--- src/rtl/latch_mem_ctrl.sv ---
// latch_mem_ctrl: round-robin arbiter and access sequencer for the 8-row
// NAND-latch bitcell array behind a 3-to-8 address decoder.
// Each access is SETUP -> STROBE (STROBE_CYC cycles) -> DONE, so the
// decoder address is stable on both edges of the select strobe.
module latch_mem_ctrl #(
  parameter int DATA_W     = 8,
  parameter int ADDR_W     = 3,
  parameter int STROBE_CYC = 1
) (
  input  logic              clk,
  input  logic              rst_n,
  input  logic              req0,
  input  logic              we0,
  input  logic [ADDR_W-1:0] addr0,
  input  logic [DATA_W-1:0] wdata0,
  input  logic              req1,
  input  logic              we1,
  input  logic [ADDR_W-1:0] addr1,
  input  logic [DATA_W-1:0] wdata1,
  output logic              ack0,
  output logic              ack1,
  output logic [DATA_W-1:0] rdata,
  output logic              busy,
  output logic              dec_select,
  output logic [ADDR_W-1:0] dec_adr,
  output logic              bit_we,
  output logic [DATA_W-1:0] bit_din,
  input  logic [DATA_W-1:0] bit_dout
);

  localparam int CNT_W = 4;
  localparam logic [CNT_W-1:0] CNT_LOAD = CNT_W'(STROBE_CYC - 1);

  typedef enum logic [1:0] {
    S_IDLE   = 2'd0,
    S_SETUP  = 2'd1,
    S_STROBE = 2'd2,
    S_DONE   = 2'd3
  } state_t;

  // Latched command; gnt records which requester owns the access.
  typedef struct packed {
    logic              gnt;
    logic              we;
    logic [ADDR_W-1:0] addr;
    logic [DATA_W-1:0] wdata;
  } cmd_t;

  state_t           r_state, w_state_nxt;
  cmd_t             r_cmd, w_cmd_req;
  logic             r_last_gnt;
  logic [CNT_W-1:0] r_cnt;

  logic w_any_req;
  logic w_gnt;
  logic w_strobe_last;

  // Registered outputs and their next values.
  logic              r_ack0, r_ack1, r_busy, r_sel, r_we;
  logic [ADDR_W-1:0] r_adr;
  logic [DATA_W-1:0] r_din, r_rdata;
  logic              w_ack0_d, w_ack1_d, w_busy_d, w_sel_d, w_we_d;
  logic [ADDR_W-1:0] w_adr_d;
  logic [DATA_W-1:0] w_din_d, w_rdata_d;

  // Arbitration: a tie goes to the requester that was not served last.
  always_comb begin
    w_any_req = req0 | req1;
    w_gnt     = (req0 & req1) ? ~r_last_gnt : req1;
    if (w_gnt) begin
      w_cmd_req.gnt   = 1'b1;
      w_cmd_req.we    = we1;
      w_cmd_req.addr  = addr1;
      w_cmd_req.wdata = wdata1;
    end else begin
      w_cmd_req.gnt   = 1'b0;
      w_cmd_req.we    = we0;
      w_cmd_req.addr  = addr0;
      w_cmd_req.wdata = wdata0;
    end
  end

  assign w_strobe_last = (r_cnt == '0);

  // State register.
  always_ff @(posedge clk or negedge rst_n) begin
    if (!rst_n) r_state <= S_IDLE;
    else        r_state <= w_state_nxt;
  end

  // Next-state logic; DONE always returns to IDLE so the other side gets a slot.
  always_comb begin
    w_state_nxt = r_state;
    case (r_state)
      S_IDLE:   if (w_any_req)     w_state_nxt = S_SETUP;
      S_SETUP:                     w_state_nxt = S_STROBE;
      S_STROBE: if (w_strobe_last) w_state_nxt = S_DONE;
      S_DONE:                      w_state_nxt = S_IDLE;
      default:                     w_state_nxt = S_IDLE;
    endcase
  end

  // Output logic: values the outputs take in the coming state, so every
  // output can be a flop without adding a cycle of latency.
  always_comb begin
    w_sel_d   = 1'b0;
    w_we_d    = 1'b0;
    w_adr_d   = r_adr;
    w_din_d   = r_din;
    w_ack0_d  = 1'b0;
    w_ack1_d  = 1'b0;
    w_rdata_d = r_rdata;
    w_busy_d  = (w_state_nxt != S_IDLE);
    case (r_state)
      S_IDLE: begin
        if (w_any_req) begin
          w_adr_d = w_cmd_req.addr;
          w_din_d = w_cmd_req.wdata;
          w_we_d  = w_cmd_req.we;
        end
      end
      S_SETUP: begin
        w_sel_d = 1'b1;
        w_we_d  = r_cmd.we;
      end
      S_STROBE: begin
        if (w_strobe_last) begin
          w_ack0_d = ~r_cmd.gnt;
          w_ack1_d = r_cmd.gnt;
          if (!r_cmd.we) w_rdata_d = bit_dout;
        end else begin
          w_sel_d = 1'b1;
          w_we_d  = r_cmd.we;
        end
      end
      default: ;
    endcase
  end

  // Output registers; async reset drops select and write enable immediately.
  always_ff @(posedge clk or negedge rst_n) begin
    if (!rst_n) begin
      r_ack0  <= 1'b0;
      r_ack1  <= 1'b0;
      r_busy  <= 1'b0;
      r_sel   <= 1'b0;
      r_we    <= 1'b0;
      r_adr   <= '0;
      r_din   <= '0;
      r_rdata <= '0;
    end else begin
      r_ack0  <= w_ack0_d;
      r_ack1  <= w_ack1_d;
      r_busy  <= w_busy_d;
      r_sel   <= w_sel_d;
      r_we    <= w_we_d;
      r_adr   <= w_adr_d;
      r_din   <= w_din_d;
      r_rdata <= w_rdata_d;
    end
  end

  // Command latch: captured at grant, later input changes are ignored.
  always_ff @(posedge clk or negedge rst_n) begin
    if (!rst_n)                          r_cmd <= '0;
    else if (r_state == S_IDLE && w_any_req) r_cmd <= w_cmd_req;
  end

  // Strobe length down-counter, loaded in SETUP.
  always_ff @(posedge clk or negedge rst_n) begin
    if (!rst_n)                                   r_cnt <= '0;
    else if (r_state == S_SETUP)                  r_cnt <= CNT_LOAD;
    else if (r_state == S_STROBE && !w_strobe_last) r_cnt <= r_cnt - CNT_W'(1);
  end

  // Round-robin pointer, updated as the access enters DONE.
  always_ff @(posedge clk or negedge rst_n) begin
    if (!rst_n)                                   r_last_gnt <= 1'b1;
    else if (r_state == S_STROBE && w_strobe_last) r_last_gnt <= r_cmd.gnt;
  end

  assign ack0       = r_ack0;
  assign ack1       = r_ack1;
  assign busy       = r_busy;
  assign dec_select = r_sel;
  assign bit_we     = r_we;
  assign dec_adr    = r_adr;
  assign bit_din    = r_din;
  assign rdata      = r_rdata;

endmodule

--- config.mk ---
export PLATFORM = sky130hd
export DESIGN_NAME = latch_mem_ctrl
export DESIGN_NICKNAME = d
export VERILOG_FILES = /design/src/rtl/latch_mem_ctrl.sv
export SDC_FILE = /design/constraint.sdc
export NUM_CORES = 1
export LEC_CHECK = 0
export ABC_AREA = 1
export CAP_MARGIN = 30
export CORE_UTILIZATION = 49
export CTS_BUF_LIST = sky130_fd_sc_hd__clkbuf_4
export CTS_CLUSTER_DIAMETER = 40
export DETAILED_ROUTE_END_ITERATION = 6
export PLACE_DENSITY = 0.95
export SLEW_MARGIN = 30
export SYNTH_ARGS = -nofsm -noshare
export SYNTH_HDL_FRONTEND = slang
export SYNTH_SLANG_ARGS = --single-unit
--- constraint.sdc ---
create_clock -name clk -period 3.5 [get_ports clk]
set_input_delay 0.525 -clock clk [delete_from_list [all_inputs] [get_ports clk]]
set_output_delay 0.525 -clock clk [all_outputs]
set_load 0.02 [all_outputs]
Yosys cells after proc, flatten, opt, wreduce, memory -nomap -nowiden
Index checks and enable logic that the tools add are counted.

Add/sub/neg operators: 1. $mul: 0. Divide/modulo/power cells: 0. Order comparisons: 0. Equality and inequality tests: 3. Shift-type cells: 0. Muxes and demuxes: 16. Bitwise operators: 5. Reductions and logical operators: 10.

Operators with widths (count): $mux W13 (1); $mux W1 (8); $mux W4 (2); $pmux W2 S4 (1); $eq A2 B2 Y1 const B (2); $logic_not A4 Y1 (1); $mux W2 (2); $reduce_bool A2 Y1 (2); $sub A4 B1 Y4 const B (1); $logic_and A1 B1 Y1 (3); $not A1 Y1 (3); $pmux W1 S3 (1); $reduce_and A3 Y1 (1); $eq A2 B1 Y1 const B (1); $logic_not A2 Y1 (1); $pmux W1 S2 (1); $reduce_and A2 Y1 (1); $and A1 B1 Y1 (1); $logic_not A1 Y1 (1); $or A1 B1 Y1 (1).

Register bits: 33. Bits in latches: 0. Memory bits (writable): 0. Memory bits (read-only): 0. Input port bits: 36. Logic and storage cells: 48. Memories: 0.

Depth between registers and ports, before layout
Depth after elaboration: 5. Mapped depth: 8.

Least setup slack after synthesis
Ideal clock, no wire load.

Path kind: reg-to-reg. From: register r_state[0]. To: register r_din[1] (netlist: bit_din[1]). Setup time: 0.127 ns. Arrival time: 1.160 ns. Data required time: 3.373 ns. Setup slack: 2.213 ns. Stages on the path, launching flop included: 7. Path buffers: 1. Path through: dfrtp_1 > inv_1 > ha_1 > inv_1 > nor2_4 > buf_2 > a31oi_1.

Longest elaborated chain between the ends: 2.

Ends and longest elaborated chain: start: declaration (line 49) `state_t r_state, w_state_nxt;`; start signal: assignment (line 88) `else r_state <= w_state_nxt;`; $logic_not A2 Y1 (line 114) `case (r_state)`; $reduce_and A2 Y1 (no line); end signal: assignment (line 158) `r_din <= w_din_d;`; end: declaration (line 61) `logic [DATA_W-1:0] r_din, r_rdata;`.

No other way between the ends. A chain may end at the register's enable or synchronous reset.

Final worst setup path
From: register r_din[1] (netlist: bit_din[1]). To: output bit_din[1].

RTL lines: end: declaration (line 27) `output logic [DATA_W-1:0] bit_din,`.

No word-level cell between the ends.

==> reports/results.md <==
| Step | Quantity | Reported |
| --- | --- | --- |
| outcome | Result of the run | complete, no violations |
| clocking | TritonCTS clock tree | done |
| setup path | Element type at the critical path end | output pin |
| sta | Maximum clock frequency | 0.544 GHz |
| die | Number of rows in the core area | 20 |
| clocking | Number of buffers created by CTS | 5 |
| finish | Layout overhead on the synthesized area | 42.5% |
| synth | Average instance area after synthesis | 8.92 um2 |
| setup path | R2r worst-path depth | 8 |
| die | Placeable core area | 0.00305 mm2 |
| sta | Post-route clock skew | 6.64 ps |
| setup path | Critical path launch point | bit_din[1] |
| global route | Global-route wire length before repair | 5390 um |
| finish | Area of combinational cells with multiple inputs | 623 um2 |
| detailed routing | Per-cell via count in the routed design | 4.73 |
| power and ir drop | Peak ir drop on the vdd network | 0.459 mV |
| finish | NumNets Final | 282 |
| sta | Setup repair after global routing missed its margin | false |
| power and ir drop | Sequential share of power | 0.349 |
| power and ir drop | Cell leakage power | 1.06 nW |
| synth | Yosys top cell area share | 0.507 |
| sta | Hold Vio Cnt, Final | 0 |
| setup path | Worst flop-to-flop path startpoint | r_state[0] |
| power and ir drop | Sw Share | 0.414 |
| clocking | Worst-path clk slew | 90 ps |
| synth | Share of the yosys chip area belonging to registers | 0.524 |
| clocking | Maximum clock path buffer count | 2 |
| detailed routing | Number of nets still failing antenna checks after routing | 0 |
| placed design | Placed cell area | 0.00219 mm2 |
| clocking | CTS sink count | 33 |
| die | Starting utilization of the core area | 0.517 |
| synth | Synth top area cells | sky130_fd_sc_hd__dfrtp_1 51%, sky130_fd_sc_hd__nand2_1 11%, sky130_fd_sc_hd__ha_1 5.5%, sky130_fd_sc_hd__inv_1 5.2%, sky130_fd_sc_hd__nor2_1 4.8% |
| setup path | Register-to-register path setup slack | 1750 ps |
| sta | Final setup violation count | 0 |
| synth | Synth warnings | 0 |
| die | I/O pin total | 60 |
| finish | Fill cell total of the finished layout | 227 |
| setup path | Max Fanout on Critical Path | 2 |
| detailed routing | Detailed-route wire length per cell | 11.4 um |
| sta | Headroom to the max-slew limit | 0.663 |
| die | Die Span Y | 58.8 um |
| sta | Accumulated negative setup slack | 0 ps |
| finish | Fraction of final layout cells sized beyond drive strength 1 | 0.104 |
| clocking | Hold buffer count at cts | 0 |
| finish | Antenna Cells | 0 |
| power and ir drop | Total power | 1.92 mW |
| detailed routing | Via total after detailed routing | 1344 |
| setup path | Setup crit end | bit_din[1] |
| synth | Area leader, netlist | sky130_fd_sc_hd__dfrtp_1 |
| setup path | Critical Path, Cell by Cell | clkdlybuf4s50_1 |
| detailed routing | Post-route DRC | 0 |
| finish | Final Cell Area | 0.00225 mm2 |
| global route | Via count of the first global-routing pass | 1283 |
| clocking | Number of buffers added for setup after CTS | 0 |
| setup path | Cell family with most CP delay | buffers and inverters |
| power and ir drop | Psw | 0.797 mW |
| setup path | Endpoint of the lowest-slack register-to-register path | bit_we |
| setup path | Critical-path cell with the highest stage delay | sky130_fd_sc_hd__clkdlybuf4s50_1 |
| clocking | CTS Root Buffer Type | sky130_fd_sc_hd__clkbuf_4 |
| global route | Total overflow reported by the global router | 0 |
| synth | Post-synthesis net count | 220 |
| setup path | Classification of the worst setup path | reg2out |
| sta | Slew Limit Fails | 0 |
| flow run | Max_cap viols | 0 |
| power and ir drop | Clock share of power | 0.115 |
| clocking | Total number of H-tree levels | 2 |
| global route | Overall global routing resource usage | 0.213 |
| clocking | Clock latency reported for the late side of the worst-skew pair | 330 ps |
| power and ir drop | Cell internal pwr | 1.13 mW |
| setup path | Arrival time reported for the critical path endpoint | 1310 ps |
| die | Width of the die | 58.8 um |
| global route | Maximum number of pins on one net before global-route repair | 34 |
| power and ir drop | Combinational power share | 0.536 |
| global route | Number of antenna violations at the first check in global routing | 0 |
| detailed routing | Length of the first detailed-routing pass in iterations | 4 |
| clocking | Total of cells resized after clock tree synthesis | 0 |
| setup path | Number of buffer and inverter stages on the critical path | 1 |
| sta | Min cycle time layout | 1840 ps |
| setup path | Element type at the critical path start | flop |
| setup path | WP data required | 2970 ps |
| setup path | Longest individual stage delay on the worst path | 620 ps |
| sta | Final worst path period share | 0.526 |
| synth | Netlist area before placement | 0.00158 mm2 |
| synth | Gate Count Post-Synth | 177 |
| synth | Count of cell types in the netlist | 23 |
| synth | Flip-flop and latch count after synthesis | 33 |
| power and ir drop | Pwr dens | 855 mW/mm2 |
| placed design | Number of buffer cells added on primary ports | 59 |
| sta | Transition time at the pin with the least slew margin | 504 ps |
| die | Die area | 0.00345 mm2 |
| finish | Combined flip-flop and latch cell area | 827 um2 |
| placed design | GP Congestion | 0.754 |
| hold path | Hold Crit Class | reg2reg |
| setup path | Number of cells on the critical path | 1 |
| detailed routing | Routed Wire Length | 3230 um |
| detailed routing | Count of routing violations after the opening detailed-route iteration | 29 |
| placed design | Detail Placement HPWL | 2500 um |
[registers in the layout, summed over array words and instances (netlist names)]
register and flops:
ack0 1, ack1 1, bit_din 8, bit_we 1
busy 1, dec_adr 3, dec_select 1, r_cmd 2
r_cnt 4, r_last_gnt 1, r_state 2, rdata 8
[cell families (layout without fill, tap and decap cells)]
family	after synthesis	in the layout	share of synthesized area
and+or+nand+nor	81	81	0.219
buffers and inverters	28	91	0.0816
AOI/OAI and AO/OA	27	27	0.114
DFF	33	33	0.524
adders and majority gates	7	7	0.0555
xor gates and xnor gates	1	1	0.00555
[per-stage QoR]
step	utilization	setup WS, ps	hold slack, ps	cells
after floorplan	-	2210	229	177
after global placement	0.717	1520	409	276
after detailed placement	0.717	1450	426	276
after CTS	0.737	1640	434	284
after global routing	0.737	1580	452	284
final	0.737	1660	433	284
[metal layers]
metal  vias up  share of wire  GRT usage
met5         -              0          0
met4         0          0.019      0.126
met3         6          0.064     0.0505
met2        45           0.50      0.349
met1       608           0.41      0.255
li1        685              -          -
[cell usage after synthesis]
| cell | n |
|---|---|
| sky130_fd_sc_hd__nor2_1 | 20 |
| sky130_fd_sc_hd__a31oi_1 | 11 |
| sky130_fd_sc_hd__xor2_1 | 1 |
| sky130_fd_sc_hd__o21ai_1 | 1 |
| sky130_fd_sc_hd__nand3b_1 | 1 |
| sky130_fd_sc_hd__o21ai_2 | 8 |
| sky130_fd_sc_hd__a21oi_1 | 1 |
| sky130_fd_sc_hd__o22ai_1 | 1 |
| sky130_fd_sc_hd__buf_4 | 2 |
| sky130_fd_sc_hd__dfrtp_1 | 32 |
| sky130_fd_sc_hd__nand2_1 | 48 |
| sky130_fd_sc_hd__buf_6 | 2 |
| sky130_fd_sc_hd__o21ai_0 | 5 |
| sky130_fd_sc_hd__buf_2 | 1 |
| sky130_fd_sc_hd__ha_1 | 7 |
| sky130_fd_sc_hd__inv_2 | 1 |
| sky130_fd_sc_hd__dfstp_2 | 1 |
| sky130_fd_sc_hd__nor2_2 | 2 |
| sky130_fd_sc_hd__inv_1 | 22 |
| sky130_fd_sc_hd__nand2_2 | 2 |
| sky130_fd_sc_hd__nand3_1 | 6 |
| sky130_fd_sc_hd__nand3_4 | 1 |
| sky130_fd_sc_hd__nor2_4 | 1 |
[worst min path at each step]
stage,start,endpoint,cells past startpoint
2_1_floorplan,rst_n,ack0,0
3_3_place_gp,r_cmd[12],ack0,1
3_5_place_dp,r_cmd[12],ack0,1
4_1_cts,r_cmd[12],ack0,1
5_1_grt,r_cmd[12],ack0,1
6_report,r_cmd[12],ack0,1
[power by group through the flow]
stage               registers (mW)  logic, mW  clock network (mW)
finish                       0.671       1.03               0.221
CTS                          0.674       1.05               0.228
detailed placement           0.681       1.04                   0
floorplan                    0.825      0.497                   0
global route                 0.695       1.14               0.248
global placement             0.675       1.00                   0
[cells in the final DEF, fill, tap and decap left out]
cell type	instances
sky130_fd_sc_hd__nor2_1	20
sky130_fd_sc_hd__inv_2	1
sky130_fd_sc_hd__o22ai_1	1
sky130_fd_sc_hd__buf_4	1
sky130_fd_sc_hd__dfrtp_1	32
sky130_fd_sc_hd__o21ai_2	8
sky130_fd_sc_hd__clkbuf_4	8
sky130_fd_sc_hd__a31oi_1	11
sky130_fd_sc_hd__nand3_1	6
sky130_fd_sc_hd__nand2_2	2
sky130_fd_sc_hd__o21ai_0	5
sky130_fd_sc_hd__nand3_4	1
sky130_fd_sc_hd__xor2_1	1
sky130_fd_sc_hd__ha_1	7
sky130_fd_sc_hd__clkdlybuf4s50_1	59
sky130_fd_sc_hd__nand2_1	48
sky130_fd_sc_hd__dfstp_2	1
sky130_fd_sc_hd__nand3b_1	1
sky130_fd_sc_hd__nor2_2	2
sky130_fd_sc_hd__o21ai_1	1
sky130_fd_sc_hd__inv_1	22
sky130_fd_sc_hd__nor2_4	1
sky130_fd_sc_hd__a21oi_1	1
[final cells by class]
class,instances,area share
Sequential cell,33,0.368
Multi-Input combinational cell,116,0.277
Tap cell,44,0.0245
Inverter,23,0.0384
Clock buffer,8,0.0267
Timing Repair Buffer,60,0.266
(Power assumes the default switching activity.)
